<file path="src/rtl/alu_result_buffer.sv">
// alu_result_buffer: FIFO of ALU results with zero flag, carry masking and a saturating drop counter
module alu_result_buffer #(
  parameter int DEPTH = 4,
  parameter int CW = 3
) (
  input  logic          clk,
  input  logic          rst_n,
  input  logic          in_valid,
  input  logic [7:0]    in_result,
  input  logic          in_cout,
  input  logic [1:0]    in_op,
  output logic          in_ready,
  input  logic          flush,
  output logic          out_valid,
  input  logic          out_ready,
  output logic [7:0]    out_result,
  output logic          out_cout,
  output logic [1:0]    out_op,
  output logic          out_zero,
  output logic [CW-1:0] count,
  output logic [7:0]    drop_cnt
);
  localparam int AW = (DEPTH > 1) ? $clog2(DEPTH) : 1;
  localparam logic [CW-1:0] FULL = CW'(DEPTH);
  logic [11:0] mem [DEPTH];
  logic [AW-1:0] wr_ptr, rd_ptr;
  logic push, pop;
  assign in_ready = count != FULL;
  assign out_valid = count != '0;
  assign push = in_valid && in_ready && !flush;
  assign pop = out_valid && out_ready && !flush;
  assign {out_op, out_cout, out_zero, out_result} = mem[rd_ptr];
  // MUL and AND produce no meaningful carry, so it is masked at store time
  always_ff @(posedge clk)
    if (push) mem[wr_ptr] <= {in_op, in_cout & ~in_op[1], in_result == 8'h00, in_result};
  always_ff @(posedge clk or negedge rst_n)
    if (!rst_n) begin
      count <= '0;
      wr_ptr <= '0;
      rd_ptr <= '0;
      drop_cnt <= '0;
    end else begin
      if (flush) begin
        count <= '0;
        wr_ptr <= '0;
        rd_ptr <= '0;
      end else begin
        if (push) wr_ptr <= wr_ptr + AW'(1);
        if (pop) rd_ptr <= rd_ptr + AW'(1);
        count <= count + CW'(push) - CW'(pop);
      end
      if (in_valid && !in_ready && drop_cnt != 8'hFF) drop_cnt <= drop_cnt + 8'd1;
    end
endmodule

</file>
<file path="config.mk">
export PLATFORM = sky130hd
export DESIGN_NAME = alu_result_buffer
export DESIGN_NICKNAME = d
export VERILOG_FILES = /design/src/rtl/alu_result_buffer.sv
export SDC_FILE = /design/constraint.sdc
export NUM_CORES = 1
export LEC_CHECK = 0
export CAP_MARGIN = 20
export CORE_ASPECT_RATIO = 0.8
export CORE_MARGIN = 1.5
export CORE_UTILIZATION = 48
export DETAILED_ROUTE_END_ITERATION = 10
export PLACE_DENSITY = 0.75
export SYNTH_ARGS = -nofsm -noshare
export SYNTH_HDL_FRONTEND = slang
export SYNTH_SLANG_ARGS = --single-unit
</file>
<file path="constraint.sdc">
create_clock -name clk -period 2.1 [get_ports clk]
set_clock_uncertainty 0.15 [all_clocks]
set_input_delay 0.525 -clock clk [delete_from_list [all_inputs] [get_ports clk]]
set_output_delay 0.525 -clock clk [all_outputs]
set_load 0.01 [all_outputs]
</file>
==> impl.org <==
** STA
- Unrepaired setup endpoints after global routing :: yes
- Final Cycle Share :: 112%
- The count of pins over their slew limit was 0.
- At the pin with the least slew margin, the transition time is 0.472 ns.
- After layout, the worst setup slack is -0.243 ns.
- Measured against its own limit, the worst slew margin works out to 68.2%.
- Maximum frequency from static timing analysis :: about 430 MHz
- The smallest clock period supported by the final layout is computed as roughly 2.3 ns.
- Total count of hold-check failures in the final report :: 0
- Setup violations remaining at the end of the flow were counted as 14.

** CTS
- TritonCTS created 9 clock buffers.
- The clock passes through at most 2 buffers.
- The clock drives 63 sinks.
- CTS HTree Levels :: 3
- Hold repair after CTS inserted 0 buffers.
- At the later pin of the worst-skew pair, clock insertion delay measures 0.33 ns.
- CTS Root Buffer Type :: sky130_fd_sc_hd__clkbuf_8
- CTS tree :: built
- Register clock-pin slew on the reported worst setup and hold paths :: 0.07 ns

** Global routing
- Gr ovfl total :: 0
- GRT Total Usage :: 21.0%
- Wire length of the first global-routing pass :: 9.09 mm
- The via count of the first global-routing pass was 1783.
- The initial antenna violation count came to 0.
- Pin count of the biggest net entering global routing :: 16

** Run status
- Failing checks :: setup timing
- The flow ran to the end, but the final reports show violations.

** Synth
- Post-synth ARST share :: a little under a quarter
- Yosys mapped the design onto 38 distinct sky130hd cell types.
- Synth Cell Area :: 2680 um2
- Gate Count Post-Synth :: 154
- Total nets after synthesis :: 178
- The average instance in the mapped netlist occupies 17.4 um2.
- The share of the Yosys chip area taken by registers is 67.8%.
- The Yosys step of the flow raised 0 warnings.
- The synthesized design contains 48 enable-type register cells.
- Number of synthesized register bits :: 63
- Top flip-flop cell by instance count after synthesis :: sky130_fd_sc_hd__edfxtp_1

** Floorplanning
- The die covers 6040 um2.
- Number of ports placed on the die boundary :: between 40 and 50
- Once the floorplan was initialized, standard cells occupied 49.6% of the core.
- Die H :: between 60 and 70 um
- The floorplan has 24 rows.
- The die is 86.5 um wide.
- Core ar. :: 5410 um2

** Setup path
- Among the stages of the critical path, the cell type that occurs most often is sky130_fd_sc_hd__buf_12.
- The critical path is of the reg -> out type.
- In this design, the stage delay of the slowest critical-path cell is 0.53 ns.
- Crit Path Max Fanout :: 6
- STA classifies the critical path startpoint as a flip-flop.
- The slowest stage of the critical path is the sky130_fd_sc_hd__mux4_2 cell.
- Required time worst endpoint :: 1.42 ns
- STA classifies the critical path endpoint as an output pin.
- Cells traversed along the worst timing path :: buf_12, buf_12, mux4_2, buf_6
- Worst EP arrival :: 1.67 ns

** Power and ir drop
- NetSw :: 1.11 mW
- Cell internal power was estimated by the tool at 2.99 mW.
- Net switching is 27.0% of the power.
- The clock network burns 27.0% of the power.
- For this design the ratio of total power to cell area is 1090 nW/um2.
- Sequential cell fraction of total power :: between 30% and 40%
- Worst VDD drop :: 646 uV
- Proportion of power drawn by combinational gates :: 34.4%
- Power consumption :: between 4 and 5 mW
- Summed over all cells, the static leakage comes to 1.41 nW.

** Routing
- Wire length per cell :: 18.9 um
- Starting DRT DRC Count :: 92
- After detailed routing, the number of vias per cell comes to 5.43.
- Total via count in the routed design :: 1666
- The final layout contains routed wiring with a total length of about 5.8 mm.
- For this run, design rule violations remaining after detail routing come to 0.
- Count of nets left with antenna violations after detail routing :: 0
- The first detailed-routing pass took 4 iterations.

** Placed design
- Number of instances in the placed design :: between 200 and 300
- Routability-driven placement finished with a final weighted congestion of 0.791.
- Detailed placement HPWL :: 3.81 mm
- Number of buffers added on ports :: 40

** Finish
- Synthesis-to-finish area growth :: 40.1%
- After the flow finishes, the layout carries non-filler instances totaling between 300 and 400.
- Share of cells above drive strength 1 :: 39.7%
- The number of antenna diodes in the final layout is 0.
- For this run, the post-layout net count is 261.

** Run
- The tool flagged a number of max-cap violations equal to 0.

** Hold path
- The tightest min-delay check is of the in -> async type.
critical path: cells and delay by family, from the launching register on:
family                 cells  cell delay [ns]
buffers and inverters      3             0.40
flip-flops                 1             0.40
multiplexers               1             0.53
worst paths after layout:
| path | endpoint | from | slack (ns) | cells past startpoint |
|---|---|---|---|---|
| max | out_result[3] | rd_ptr[0] | -0.24 | 4 |
| min | drop_cnt[4] | rst_n | 0.35 | 2 |
| max reg2reg | count[1] | count[2] | -0.21 | 10 |
| min reg2reg | drop_cnt[0] | drop_cnt[0] | 0.40 | 1 |
| max in group asynchronous | rd_ptr[1] | rst_n | 1.24 | 2 |
| min in group clk | drop_cnt[0] | drop_cnt[0] | 0.40 | 1 |
placed cells by master, fill, tap and decap left out, types with 4 or more instances in the layout:
cell | Yosys | routed
sky130_fd_sc_hd__and2_1 | 4 | 4
sky130_fd_sc_hd__buf_12 | 0 | 6
sky130_fd_sc_hd__buf_4 | 1 | 25
sky130_fd_sc_hd__buf_6 | 0 | 17
sky130_fd_sc_hd__clkbuf_8 | 0 | 9
sky130_fd_sc_hd__clkdlybuf4s50_1 | 0 | 22
sky130_fd_sc_hd__dfrtp_1 | 15 | 10
sky130_fd_sc_hd__dfrtp_2 | 0 | 5
sky130_fd_sc_hd__dlygate4sd2_1 | 0 | 4
sky130_fd_sc_hd__edfxtp_1 | 48 | 48
sky130_fd_sc_hd__ha_1 | 7 | 6
sky130_fd_sc_hd__inv_1 | 9 | 7
sky130_fd_sc_hd__mux4_2 | 12 | 12
sky130_fd_sc_hd__nand2_1 | 4 | 4
sky130_fd_sc_hd__nand3_1 | 4 | 4
sky130_fd_sc_hd__nor2_1 | 8 | 8
sequential cells by signal, summed over array words and instances (netlist names):
| register | flops |
|---|---|
| mem | 48 |
| drop_cnt | 8 |
| count | 3 |
| rd_ptr | 2 |
| wr_ptr | 2 |
area by class of cell:
class | count | area [um2]
Inverter | 9 | 33.8
Sequential cell | 63 | 1820
Fill cell | 352 | 1650
Multi-Input combinational cell | 78 | 847
Clock buffer | 12 | 135
Timing Repair Buffer | 76 | 764
Tap cell | 65 | 81.3
Clock inverter | 4 | 71.3
per-layer routing:
layer,wire (um),part of all wire (%),GRT usage (%),up-vias
li1,-,-,-,762
met1,2320,40,23.9,848
met2,3110,53,35.7,50
met3,316,5.4,8.33,6
met4,71,1.2,7.89,0
met5,0,0,0,-
cells in the mapped netlist (all sizes together) (2+ instances only):
cell type | number | area share [%]
edfxtp | 48 | 54
dfrtp | 15 | 14
mux4 | 12 | 10
inv | 9 | 1.3
nor2 | 8 | 1.1
ha | 7 | 3.3
mux2 | 5 | 2.4
and2 | 4 | 0.93
nand2 | 4 | 0.56
nand3 | 4 | 0.75
o21ai | 4 | 0.89
a21oi | 3 | 0.56
buf | 3 | 0.65
nor3 | 3 | 0.56
xor2 | 3 | 0.98
nand4 | 2 | 0.70
nor2b | 2 | 0.47
or4 | 2 | 0.56
xnor2 | 2 | 0.65
stage by stage:
step / setup TNS (ns) / setup slack (ns) / hold WS [ns] / area [um2] / utilization [%]
finish: -2.89 / -0.243 / 0.354 / 3760 / 69.5
global route: -3.63 / -0.307 / 0.345 / 3760 / 69.5
CTS: -3.09 / -0.247 / 0.336 / 3690 / 68.3
detailed placement: -8.76 / -0.612 / 0.385 / 3400 / 62.9
global placement: -5.73 / -0.490 / 0.386 / 3400 / 62.9
floorplan: -0.114 / -0.0737 / 0.0794 / 2730 / -
logic make-up (layout without fill, tap and decap cells):
group / after synthesis / in the layout / synth area share, %
fa+ha+maj: 8 / 8 / 4.01
simple gates: 36 / 36 / 8.96
xor+xnor: 5 / 5 / 1.63
flops: 63 / 63 / 67.8
compound gates: 12 / 12 / 3.08
buf+inv: 13 / 101 / 2.05
mux: 17 / 17 / 12.5
power groups by stage:
stage | clock (mW) | sequential (mW) | combinational (mW)
floorplan | 0 | 1.61 | 0.569
global placement | 0 | 1.60 | 1.12
detailed placement | 0 | 1.61 | 1.17
finish | 1.11 | 1.58 | 1.41
CTS | 1.12 | 1.57 | 1.30
global route | 1.19 | 1.59 | 1.50
what timing repair did:
action / in CTS / in global routing
endpoints found under the setup margin: 19 / 17
pin swaps: 3 / 0
gates resized for setup: 71 / 14
buffers inserted: 10 / 3
Note: power is estimated with default switching activity, not from simulation.
